File: src/rtl/idwt_synth_fir_if.sv
// Streaming bus for idwt_synth_fir: (low, high) subband pair in, reconstructed samples out.
interface idwt_synth_fir_if #(
   parameter int unsigned w_in  = 12,
   parameter int unsigned y_out = 20
);
   logic                    s_valid;
   logic                    s_ready;
   logic                    s_sof;
   logic signed [w_in-1:0]  l_in;
   logic signed [w_in-1:0]  h_in;
   logic                    m_valid;
   logic                    m_ready;
   logic signed [y_out-1:0] y_k;

   modport master (
      output s_valid, s_sof, l_in, h_in, m_ready,
      input  s_ready, m_valid, y_k
   );

   modport slave (
      input  s_valid, s_sof, l_in, h_in, m_ready,
      output s_ready, m_valid, y_k
   );
endinterface

File: src/rtl/idwt_synth_fir.sv
// Inverse-DWT synthesis stage: 4-tap polyphase reconstruction, two output samples per pair.
// Define IDWT_SAT_EN to saturate (instead of wrap) when y_out is narrower than full precision.
module idwt_synth_fir #(
   parameter int unsigned w_in  = 12,
   parameter int unsigned c_in  = 5,
   parameter int unsigned y_out = 20
) (
   input  logic                   clk,
   input  logic                   rst,
   idwt_synth_fir_if.slave        bus,
   input  logic signed [c_in-1:0] g0_0,
   input  logic signed [c_in-1:0] g0_1,
   input  logic signed [c_in-1:0] g0_2,
   input  logic signed [c_in-1:0] g0_3,
   input  logic signed [c_in-1:0] g1_0,
   input  logic signed [c_in-1:0] g1_1,
   input  logic signed [c_in-1:0] g1_2,
   input  logic signed [c_in-1:0] g1_3
);
   localparam int unsigned p_w  = w_in + c_in;
   localparam int unsigned full = p_w + 2;

   typedef enum logic [1:0] {StIdle, StEven, StOdd} state_e;

   state_e                  state_q, state_d;
   logic                    accept;
   logic signed [w_in-1:0]  l1_q, h1_q, l1, h1;
   logic signed [full-1:0]  sum [2];
   logic signed [y_out-1:0] fit [2];
   logic signed [y_out-1:0] even_q, odd_q;

   function automatic logic signed [full-1:0] mac(input logic signed [w_in-1:0] a,
                                                  input logic signed [c_in-1:0] b);
      logic signed [p_w-1:0] ax, bx, p;
      ax = {{c_in{a[w_in-1]}}, a};
      bx = {{w_in{b[c_in-1]}}, b};
      p  = ax * bx;
      return {{2{p[p_w-1]}}, p};
   endfunction

   // A start-of-line pair sees zero history regardless of the stored pair.
   assign l1 = bus.s_sof ? '0 : l1_q;
   assign h1 = bus.s_sof ? '0 : h1_q;

   assign sum[0] = mac(bus.l_in, g0_0) + mac(l1, g0_2) + mac(bus.h_in, g1_0) + mac(h1, g1_2);
   assign sum[1] = mac(bus.l_in, g0_1) + mac(l1, g0_3) + mac(bus.h_in, g1_1) + mac(h1, g1_3);

   for (genvar i = 0; i < 2; i++) begin : g_fit
      if (y_out > full) begin : g_ext
         assign fit[i] = {{(y_out-full){sum[i][full-1]}}, sum[i]};
      end else if (y_out == full) begin : g_same
         assign fit[i] = sum[i];
      end else begin : g_narrow
`ifdef IDWT_SAT_EN
         localparam logic signed [full-1:0] sat_max =
            {{(full-y_out+1){1'b0}}, {(y_out-1){1'b1}}};
         localparam logic signed [full-1:0] sat_min =
            {{(full-y_out+1){1'b1}}, {(y_out-1){1'b0}}};
         assign fit[i] = (sum[i] > sat_max) ? sat_max[y_out-1:0] :
                         (sum[i] < sat_min) ? sat_min[y_out-1:0] : sum[i][y_out-1:0];
`else
         assign fit[i] = sum[i][y_out-1:0];
`endif
      end
   end

   assign bus.s_ready = (state_q == StIdle) || ((state_q == StOdd) && bus.m_ready);
   assign accept      = bus.s_valid && bus.s_ready;
   assign bus.m_valid = (state_q != StIdle);
   assign bus.y_k     = (state_q == StEven) ? even_q :
                        (state_q == StOdd)  ? odd_q  : '0;

   always_comb begin
      state_d = state_q;
      unique case (state_q)
         StIdle:  if (accept) state_d = StEven;
         StEven:  if (bus.m_ready) state_d = StOdd;
         StOdd:   if (bus.m_ready) state_d = accept ? StEven : StIdle;
         default: state_d = StIdle;
      endcase
   end

   always_ff @(posedge clk or posedge rst) begin
      if (rst) begin
         state_q <= StIdle;
         l1_q    <= '0;
         h1_q    <= '0;
         even_q  <= '0;
         odd_q   <= '0;
      end else begin
         state_q <= state_d;
         if (accept) begin
            l1_q   <= bus.l_in;
            h1_q   <= bus.h_in;
            even_q <= fit[0];
            odd_q  <= fit[1];
         end
      end
   end
endmodule

File: src/flat_wrapper.sv
// flat-port wrapper written by rule: the top's interface ports become plain ports
module idwt_synth_fir_flat 
#(
   parameter int unsigned w_in  = 12,
   parameter int unsigned c_in  = 5,
   parameter int unsigned y_out = 20
)
  (clk, rst, g0_0, g0_1, g0_2, g0_3, g1_0, g1_1, g1_2, g1_3, bus_s_valid, bus_s_sof, bus_l_in, bus_h_in, bus_m_ready, bus_s_ready, bus_m_valid, bus_y_k);
  idwt_synth_fir_if #(.w_in(w_in), .y_out(y_out)) bus_i ();
  input  logic clk;
  input  logic rst;
  input  logic signed [c_in-1:0] g0_0;
  input  logic signed [c_in-1:0] g0_1;
  input  logic signed [c_in-1:0] g0_2;
  input  logic signed [c_in-1:0] g0_3;
  input  logic signed [c_in-1:0] g1_0;
  input  logic signed [c_in-1:0] g1_1;
  input  logic signed [c_in-1:0] g1_2;
  input  logic signed [c_in-1:0] g1_3;
  input wire logic [$bits(bus_i.s_valid)-1:0] bus_s_valid;
  input wire logic [$bits(bus_i.s_sof)-1:0] bus_s_sof;
  input wire logic [$bits(bus_i.l_in)-1:0] bus_l_in;
  input wire logic [$bits(bus_i.h_in)-1:0] bus_h_in;
  input wire logic [$bits(bus_i.m_ready)-1:0] bus_m_ready;
  output wire logic [$bits(bus_i.s_ready)-1:0] bus_s_ready;
  output wire logic [$bits(bus_i.m_valid)-1:0] bus_m_valid;
  output wire logic [$bits(bus_i.y_k)-1:0] bus_y_k;
  assign bus_i.s_valid = bus_s_valid;
  assign bus_i.s_sof = bus_s_sof;
  assign bus_i.l_in = bus_l_in;
  assign bus_i.h_in = bus_h_in;
  assign bus_i.m_ready = bus_m_ready;
  assign bus_s_ready = bus_i.s_ready;
  assign bus_m_valid = bus_i.m_valid;
  assign bus_y_k = bus_i.y_k;
  idwt_synth_fir #(.w_in(w_in), .c_in(c_in), .y_out(y_out)) u_core (.clk(clk), .rst(rst), .bus(bus_i), .g0_0(g0_0), .g0_1(g0_1), .g0_2(g0_2), .g0_3(g0_3), .g1_0(g1_0), .g1_1(g1_1), .g1_2(g1_2), .g1_3(g1_3));
endmodule
File: config.mk
export PLATFORM = sky130hd
export DESIGN_NAME = idwt_synth_fir_flat
export DESIGN_NICKNAME = d
export VERILOG_FILES = /design/src/rtl/idwt_synth_fir_if.sv /design/src/rtl/idwt_synth_fir.sv /design/src/flat_wrapper.sv
export SDC_FILE = /design/constraint.sdc
export NUM_CORES = 1
export LEC_CHECK = 0
export ABC_CLOCK_PERIOD_IN_PS = 6400
export CAP_MARGIN = 5
export CORE_MARGIN = 2
export CORE_UTILIZATION = 58
export CTS_CLUSTER_DIAMETER = 40
export DETAILED_ROUTE_END_ITERATION = 12
export GPL_TIMING_DRIVEN = 0
export PLACE_DENSITY = 0.78
export RECOVER_POWER = 25
export SLEW_MARGIN = 40
export SYNTH_ARGS = -nofsm -noshare
export SYNTH_HDL_FRONTEND = slang
export SYNTH_SLANG_ARGS = --single-unit
File: constraint.sdc
create_clock -name clk -period 6.4 [get_ports clk]
set_input_delay 1.92 -clock clk [delete_from_list [all_inputs] [get_ports clk]]
set_output_delay 1.92 -clock clk [all_outputs]
set_load 0.01 [all_outputs]
==> metrics.log, run 1 <==
[metrics] final core utilization: 0.7108
[metrics] register bit total from synthesis: 64
[metrics] clk sink count: between 60 and 70
[metrics] Port-buffer cells: 90
[metrics] total grt overflow: 0
[metrics] worst reg2reg path endpoint: u_core.even_q[15]
[metrics] Worst slew margin: -0.7185
[metrics] horizontal extent of the die: 196.5 um
[metrics] start point of the worst hold path: u_core.l1_q[6]
[metrics] routability cong.: around 0.92
[metrics] synthesized netlist cell count: 2359
[metrics] arrival time at the worst endpoint: between 8 and 9 ns
[metrics] highest cell delay on the worst timing path: ~0.58 ns
[metrics] Initial DRC Count: around 1200
[metrics] summed instance area of the synthesized netlist: ~21000 um^2
[metrics] failing checks: max-capacitance violations, max-slew violations, negative setup slack
[metrics] Max Slew Vio Count: 46
[metrics] total wire length after detailed routing: 60210 um
[metrics] worst setup path class: in -> reg
[metrics] primary flip-flop cell chosen by synthesis mapping: sky130_fd_sc_hd__dfrtp_1
[metrics] cell repeated most along the worst path: sky130_fd_sc_hd__fa_1
[metrics] average cell area after synthesis: 9.108 um^2
[metrics] path category of the worst min-delay check: reg -> reg
[metrics] Register-to-Register Setup Slack: -0.13 ns
[metrics] number of setup violations in the final report: 32
[metrics] area of the placeable core: about 37000 um^2
[metrics] fin crit share: 1.248
[metrics] number of cells traversed by the worst register-to-register path: 21
[metrics] combined global-route utilization of all metal layers: 0.3170
[metrics] Syn. warnings: 0
[metrics] share of cells above drive strength 1: 0.1704
[metrics] count of flip-flops with a built-in enable after synthesis: 0
[metrics] fill cell instance count of the final layout: about 2600
[metrics] kind of capture point of the worst setup path: register
[metrics] cts bufs inserted: 9
[metrics] Worst-path clk slew: 0.05 ns
[metrics] via density per instance: about 5.4
[metrics] via total after detailed routing: about 17000
[metrics] setup slack after layout: -1.589 ns
[metrics] first-pass GRT wire length: ~93000 um
[metrics] post-route minimum period: 7.989 ns
[metrics] Synth area leader: sky130_fd_sc_hd__fa_1
[metrics] Total Die Area: around 39000 um^2
[metrics] Commonest cells post-synth: sky130_fd_sc_hd__inv_1 (623), sky130_fd_sc_hd__fa_1 (514), sky130_fd_sc_hd__nand2_1 (363), sky130_fd_sc_hd__ha_1 (164), sky130_fd_sc_hd__and2_1 (161)
[metrics] Required @ worst endpoint: about 6.7 ns
[metrics] Post-DP HPWL: roughly 47000 um
[metrics] clock tree root driver cell: sky130_fd_sc_hd__clkbuf_16
[metrics] deepest level of the CTS H-tree: 3
[metrics] CP delay by family, top: adder cells
[metrics] largest net degree at the start of global routing: 46
[metrics] count of pins on the block boundary: 91
[metrics] number of core rows: 70
[metrics] share of flip-flops with an asynchronous set or reset after synthesis: 1.000
[metrics] post-synthesis to final-layout area growth: 20.82%
[metrics] worst hold path cell count: 2
[metrics] clock tree from TritonCTS: done
[metrics] top post-synthesis cells by area: sky130_fd_sc_hd__fa_1 (48%), sky130_fd_sc_hd__inv_1 (11%), sky130_fd_sc_hd__ha_1 (9.5%)
[metrics] reg2reg start: u_core.h1_q[4]
[metrics] DRC violation count after routing: 0
[metrics] worst clock skew on the final layout: between 0.01 and 0.015 ns
[metrics] post-synthesis sequential area ratio: 0.07454
[metrics] clock network latency to the later pin of the worst-skew pair: around 0.35 ns
[metrics] WP buf/inv: 9
[metrics] number of optimization iterations in the first detailed-route pass: 7
[metrics] crit path max fanout: 7
[metrics] Distinct cells, synth: between 50 and 60
[metrics] worst slew pin tran: roughly 2.6 ns
[metrics] remaining antenna violation count: 0
[metrics] slowest library cell on the worst path: sky130_fd_sc_hd__fa_1
[metrics] share of the synthesized area in the top cell type: 0.4789
[metrics] Max Clock Freq: between 0.1 and 0.15 GHz
[metrics] number of maximum-capacitance violations: 1
[metrics] outcome: finished with violations
[metrics] Antenna Diode Count: 0
[metrics] hold buffer count at cts: 0
[metrics] Worst Hold Endpoint: u_core.l1_q[6]
[metrics] final-report hold violation count: 0
[metrics] initial antenna violation count: 0
[metrics] Mapped Nets: just over 3000
[metrics] Initial Util: 0.5883
[metrics] maximum buffer depth of the clock tree: 2
[metrics] Worst Setup Start Kind: input port
[metrics] drt wl/cell: ~20 um
[metrics] Net count, final: around 3300
[metrics] Die Ht: roughly 200 um
[metrics] vias in the first global route: ~18000
[metrics] count leader, synth: sky130_fd_sc_hd__inv_1
[metrics] RSZ-0062 raised after global routing: true
==> cells in the final DEF (no fill, tap or decap), types with 29 or more instances in the layout <==
cell type and instances:
sky130_fd_sc_hd__fa_1 480, sky130_fd_sc_hd__dlygate4sd2_1 40, sky130_fd_sc_hd__xnor2_1 29, sky130_fd_sc_hd__clkbuf_8 45
sky130_fd_sc_hd__ha_1 136, sky130_fd_sc_hd__fa_2 34, sky130_fd_sc_hd__and2_1 147, sky130_fd_sc_hd__nor2_1 41
sky130_fd_sc_hd__inv_1 595, sky130_fd_sc_hd__nand2b_1 52, sky130_fd_sc_hd__buf_4 79, sky130_fd_sc_hd__dfrtp_1 64
sky130_fd_sc_hd__nand2_1 341, sky130_fd_sc_hd__clkdlybuf4s50_1 31
==> worst min-delay path: stages, from the launching register on <==
cell                      delay (ns)
sky130_fd_sc_hd__dfrtp_1        0.34
sky130_fd_sc_hd__nand2_1        0.05
sky130_fd_sc_hd__nand2_1        0.06
==> routing by layer <==
layer | vias to the layer above | GRT usage | part of all wire
li1 | 7156 | - | -
met1 | 8410 | 0.3984 | 0.37
met2 | 749 | 0.5215 | 0.48
met3 | 221 | 0.06810 | 0.081
met4 | 0 | 0.1622 | 0.074
met5 | - | 0 | 0
==> registers in the layout (all words and copies together), names as in the netlist <==
| register | cells |
|---|---|
| u_core.h1_q | 12 |
| u_core.odd_q | 19 |
| u_core.even_q | 19 |
| u_core.state_q | 2 |
| u_core.l1_q | 12 |
==> area by class of cell <==
type | count | area [um^2] | area share
clock inverters | 5 | 35.03 | 0.001350
inverters | 627 | 2367 | 0.09119
repair buffers | 201 | 1904 | 0.07336
multi-input cells | 1560 | 18120 | 0.6979
plain buffers | 104 | 1119 | 0.04309
clock buffers | 10 | 229.0 | 0.008820
well taps | 468 | 585.6 | 0.02256
flip-flops and latches | 64 | 1602 | 0.06169
==> how the worst max path moves through the flow <==
stage,end,depth (start not counted),start
finish,u_core.odd_q[17],26,bus_s_sof
global route,u_core.odd_q[17],26,bus_s_sof
CTS,u_core.even_q[17],24,bus_s_sof
detailed placement,u_core.even_q[18],23,bus_s_sof
global placement,u_core.even_q[18],23,bus_s_sof
floorplan,u_core.odd_q[18],23,bus_s_sof
==> cells by family after synthesis <==
| logic type | after synthesis | synth area share |
|---|---|---|
| adders and majority gates | 678 | 0.5744 |
| and+or+nand+nor | 698 | 0.1562 |
| AOI/OAI and AO/OA | 126 | 0.04181 |
| muxes | 4 | 0.001980 |
| xor gates and xnor gates | 54 | 0.02201 |
| DFF | 64 | 0.07454 |
| buffers and inverters | 735 | 0.1290 |
==> through the flow <==
stage | std cells | area (um^2) | hold WS, ns | worst slack, ns | TNS (ns)
floorplan | 2359 | 21840 | 0.4384 | -1.268 | -28.15
global placement | 2917 | 23330 | 0.4506 | -2.670 | -67.88
detailed placement | 2918 | 23350 | 0.4563 | -2.781 | -71.32
CTS | 2994 | 25090 | 0.4672 | -1.476 | -34.53
global route | 3039 | 25960 | 0.4821 | -1.751 | -40.77
finish | 3039 | 25960 | 0.4767 | -1.589 | -36.24
==> timing repair <==
action / 4_1_cts / 5_1_grt
gates cloned: 6 / 3
resized for setup: 346 / 182
endpoints found under the setup margin: 36 / 32
pin swaps: 73 / 100
setup buffers: 57 / 46
Power of run 1 is left out: the tool's default activity adds up to more than one toggle a clock period on the data nets, which glitch-free logic cannot reach.
==> inputs of run 2 (changes only) <==
--- a/config.mk
+++ b/config.mk
@@ -5,14 +5,15 @@
 export SDC_FILE = /design/constraint.sdc
 export NUM_CORES = 1
 export LEC_CHECK = 0
+export ABC_AREA = 1
 export ABC_CLOCK_PERIOD_IN_PS = 6400
 export CAP_MARGIN = 5
 export CORE_MARGIN = 2
-export CORE_UTILIZATION = 58
+export CORE_UTILIZATION = 59
 export CTS_CLUSTER_DIAMETER = 40
 export DETAILED_ROUTE_END_ITERATION = 12
 export GPL_TIMING_DRIVEN = 0
-export PLACE_DENSITY = 0.78
+export PLACE_DENSITY = 0.79
 export RECOVER_POWER = 25
 export SLEW_MARGIN = 40
 export SYNTH_ARGS = -nofsm -noshare
==> metrics.log, run 2 <==
[metrics] Syn. warnings: 0
[metrics] deepest level of the CTS H-tree: 3
[metrics] vias in the first global route: just under 20000
[metrics] top post-synthesis cells by area: sky130_fd_sc_hd__fa_1 (47%), sky130_fd_sc_hd__inv_1 (14%), sky130_fd_sc_hd__nand2_1 (10%)
[metrics] Top Usage Layer GRT: met2
[metrics] post-synthesis to final-layout area growth: 20.99%
[metrics] number of cells traversed by the worst register-to-register path: 22
[metrics] most frequent cells in the layout: sky130_fd_sc_hd__inv_1 (757), sky130_fd_sc_hd__nand2_1 (521), sky130_fd_sc_hd__fa_1 (492), sky130_fd_sc_hd__ha_1 (133), sky130_fd_sc_hd__nor2_1 (126)
[metrics] clock network latency to the later pin of the worst-skew pair: between 0.3 and 0.4 ns
[metrics] Total Die Area: just under 40000 um^2
[metrics] worst clock skew on the final layout: 0.005434 ns
[metrics] largest net degree at the start of global routing: 38
[metrics] Mapped Nets: 3417
[metrics] setup slack after layout: -1.094 ns
[metrics] worst hold path cell count: 2
[metrics] path category of the worst min-delay check: reg -> reg
[metrics] via density per instance: between 5 and 6
[metrics] failing checks: max-capacitance violations, max-slew violations, negative setup slack
[metrics] Synth area leader: sky130_fd_sc_hd__fa_1
[metrics] clock tree root driver cell: sky130_fd_sc_hd__clkbuf_16
[metrics] pre-CTS worst setup slack: -2.239 ns
[metrics] fill cell instance count of the final layout: between 2000 and 3000
[metrics] share of flip-flops with an asynchronous set or reset after synthesis: 1.000
[metrics] slowest library cell on the worst path: sky130_fd_sc_hd__fa_2
[metrics] drt wl/cell: about 20 um
[metrics] worst setup path class: in -> reg
[metrics] hold buffer count at cts: 0
[metrics] Commonest cells post-synth: sky130_fd_sc_hd__inv_1 (819), sky130_fd_sc_hd__nand2_1 (594), sky130_fd_sc_hd__fa_1 (514), sky130_fd_sc_hd__nor2_1 (170), sky130_fd_sc_hd__ha_1 (164)
[metrics] first-pass GRT wire length: between 100000 and 150000 um
[metrics] Initial Util: 0.5968
[metrics] share of the synthesized area in the top cell type: 0.4732
[metrics] Top Registers: u_core.even_q: 19 flops, u_core.odd_q: 19 flops
[metrics] highest cell delay on the worst timing path: between 0.5 and 0.6 ns
[metrics] Required @ worst endpoint: approximately 6.6 ns
[metrics] combined global-route utilization of all metal layers: 0.3532
[metrics] worst slew pin tran: approximately 2.3 ns
[metrics] routing usage on met1: 0.4491
[metrics] post-synthesis sequential area ratio: 0.07365
[metrics] Post-DP HPWL: roughly 53000 um
[metrics] cell repeated most along the worst path: sky130_fd_sc_hd__fa_1
[metrics] commonest non-fill, non-tap cell in the layout: sky130_fd_sc_hd__inv_1
[metrics] crit path max fanout: 5
[metrics] Worst Setup Start Kind: input port
[metrics] area of the placeable core: approximately 36000 um^2
[metrics] Post-Layout Cell Count: ~3300
[metrics] Net count, final: approximately 3600
[metrics] average cell area after synthesis: ~8.1 um^2
[metrics] primary flip-flop cell chosen by synthesis mapping: sky130_fd_sc_hd__dfrtp_1
[metrics] number of core rows: 70
[metrics] count of pins on the block boundary: 91
[metrics] post-route minimum period: between 7 and 8 ns
[metrics] met2 Resource Use GR: 0.5794
[metrics] Max Clock Freq: 0.1334 GHz
[metrics] clock tree from TritonCTS: done
[metrics] cts bufs inserted: 9
[metrics] Max Slew Vio Count: 38
[metrics] routability cong.: between 0.9 and 1
[metrics] fin crit share: 1.171
[metrics] summed instance area of the synthesized netlist: about 22000 um^2
[metrics] total grt overflow: 0
[metrics] Initial DRC Count: roughly 1600
[metrics] number of setup violations in the final report: 32
[metrics] number of optimization iterations in the first detailed-route pass: 5
[metrics] Worst-path clk slew: around 0.050 ns
[metrics] count leader, synth: sky130_fd_sc_hd__inv_1
[metrics] remaining antenna violation count: 0
[metrics] met3 track demand over resource: 0.06533
[metrics] Distinct cells, synth: 38
[metrics] clk sink count: 64
[metrics] placed instance count: 3206
[metrics] Worst slew margin: -0.5027
[metrics] total wire length after detailed routing: 66490 um
[metrics] number of maximum-capacitance violations: 1
[metrics] initial antenna violation count: 1
[metrics] count of flip-flops with a built-in enable after synthesis: 0
[metrics] RSZ-0062 raised after global routing: true
[metrics] register bit total from synthesis: 64
[metrics] via total after detailed routing: about 18000
[metrics] final-report hold violation count: 0
[metrics] synthesized netlist cell count: 2670
[metrics] horizontal extent of the die: between 150 and 200 um
[metrics] outcome: finished with violations
[metrics] share of cells above drive strength 1: 0.1837
[metrics] kind of capture point of the worst setup path: register
[metrics] DRC violation count after routing: 0
[metrics] arrival time at the worst endpoint: 7.73 ns
[metrics] maximum buffer depth of the clock tree: 2
[metrics] Die Ht: approximately 200 um
[metrics] Port-buffer cells: between 60 and 70
run 2: stage by stage:
step,utilization,setup TNS (ns),hold slack (ns),cell area (um^2)
after floorplan,-,-16.65,0.4492,22270
after global placement,0.6458,-57.61,0.4701,23530
after detailed placement,0.6464,-59.16,0.4685,23550
after CTS,0.6978,-24.24,0.4834,25430
after global routing,0.7221,-32.93,0.5073,26310
final,0.7221,-28.25,0.4860,26310
run 2: path summary, 6_finish.rpt:
path	start	to	slack [ns]
max	bus_s_sof	u_core.even_q[18]	-1.09
min in group asynchronous	rst	u_core.even_q[5]	2.29
min reg2reg	u_core.even_q[0]	u_core.even_q[0]	0.49
max in group asynchronous	rst	u_core.l1_q[11]	1.47
min	u_core.even_q[0]	u_core.even_q[0]	0.49
max reg2reg	u_core.h1_q[7]	u_core.even_q[18]	0.41
run 2: layer usage:
layer / wire length, um / share of wire
met1: 24230 / 0.36
met3: 6095 / 0.092
met4: 4881 / 0.073
met2: 31280 / 0.47
met5: 0 / 0
run 2: final cells by class:
class                           count  area, um^2  area share
Sequential cell                    64        1602     0.06087
Multi-Input combinational cell   1699       18570      0.7060
Antenna cell                        1       2.502  0.00009512
Clock buffer                       12       246.5    0.009369
Timing Repair Buffer              143        1365     0.05189
Tap cell                          468       585.6     0.02226
Inverter                          829        3274      0.1245
Buffer                             74       605.6     0.02302
Clock inverter                      4       53.80    0.002045
run 2: cell families after synthesis:
family          after synthesis  synth area share
compound gates              120           0.02906
xor+xnor                     23          0.009264
fa+ha+maj                   680            0.5685
buf+inv                     908            0.1603
flops                        64           0.07365
simple gates                875            0.1593
run 2: what timing repair did:
| item | in CTS | in global routing |
|---|---|---|
| resized for setup | 400 | 205 |
| gates cloned | 4 | 1 |
| setup endpoints to repair | 34 | 32 |
| pin swaps | 107 | 131 |
| setup buffers | 45 | 27 |
run 2: worst max-delay path, delay by kind of cell:
kind,cells,cell delay [ns]
fa+ha+maj,8,3.85
buf+inv,11,0.96
simple gates,10,0.99
Power of run 2 is left out for the same reason.
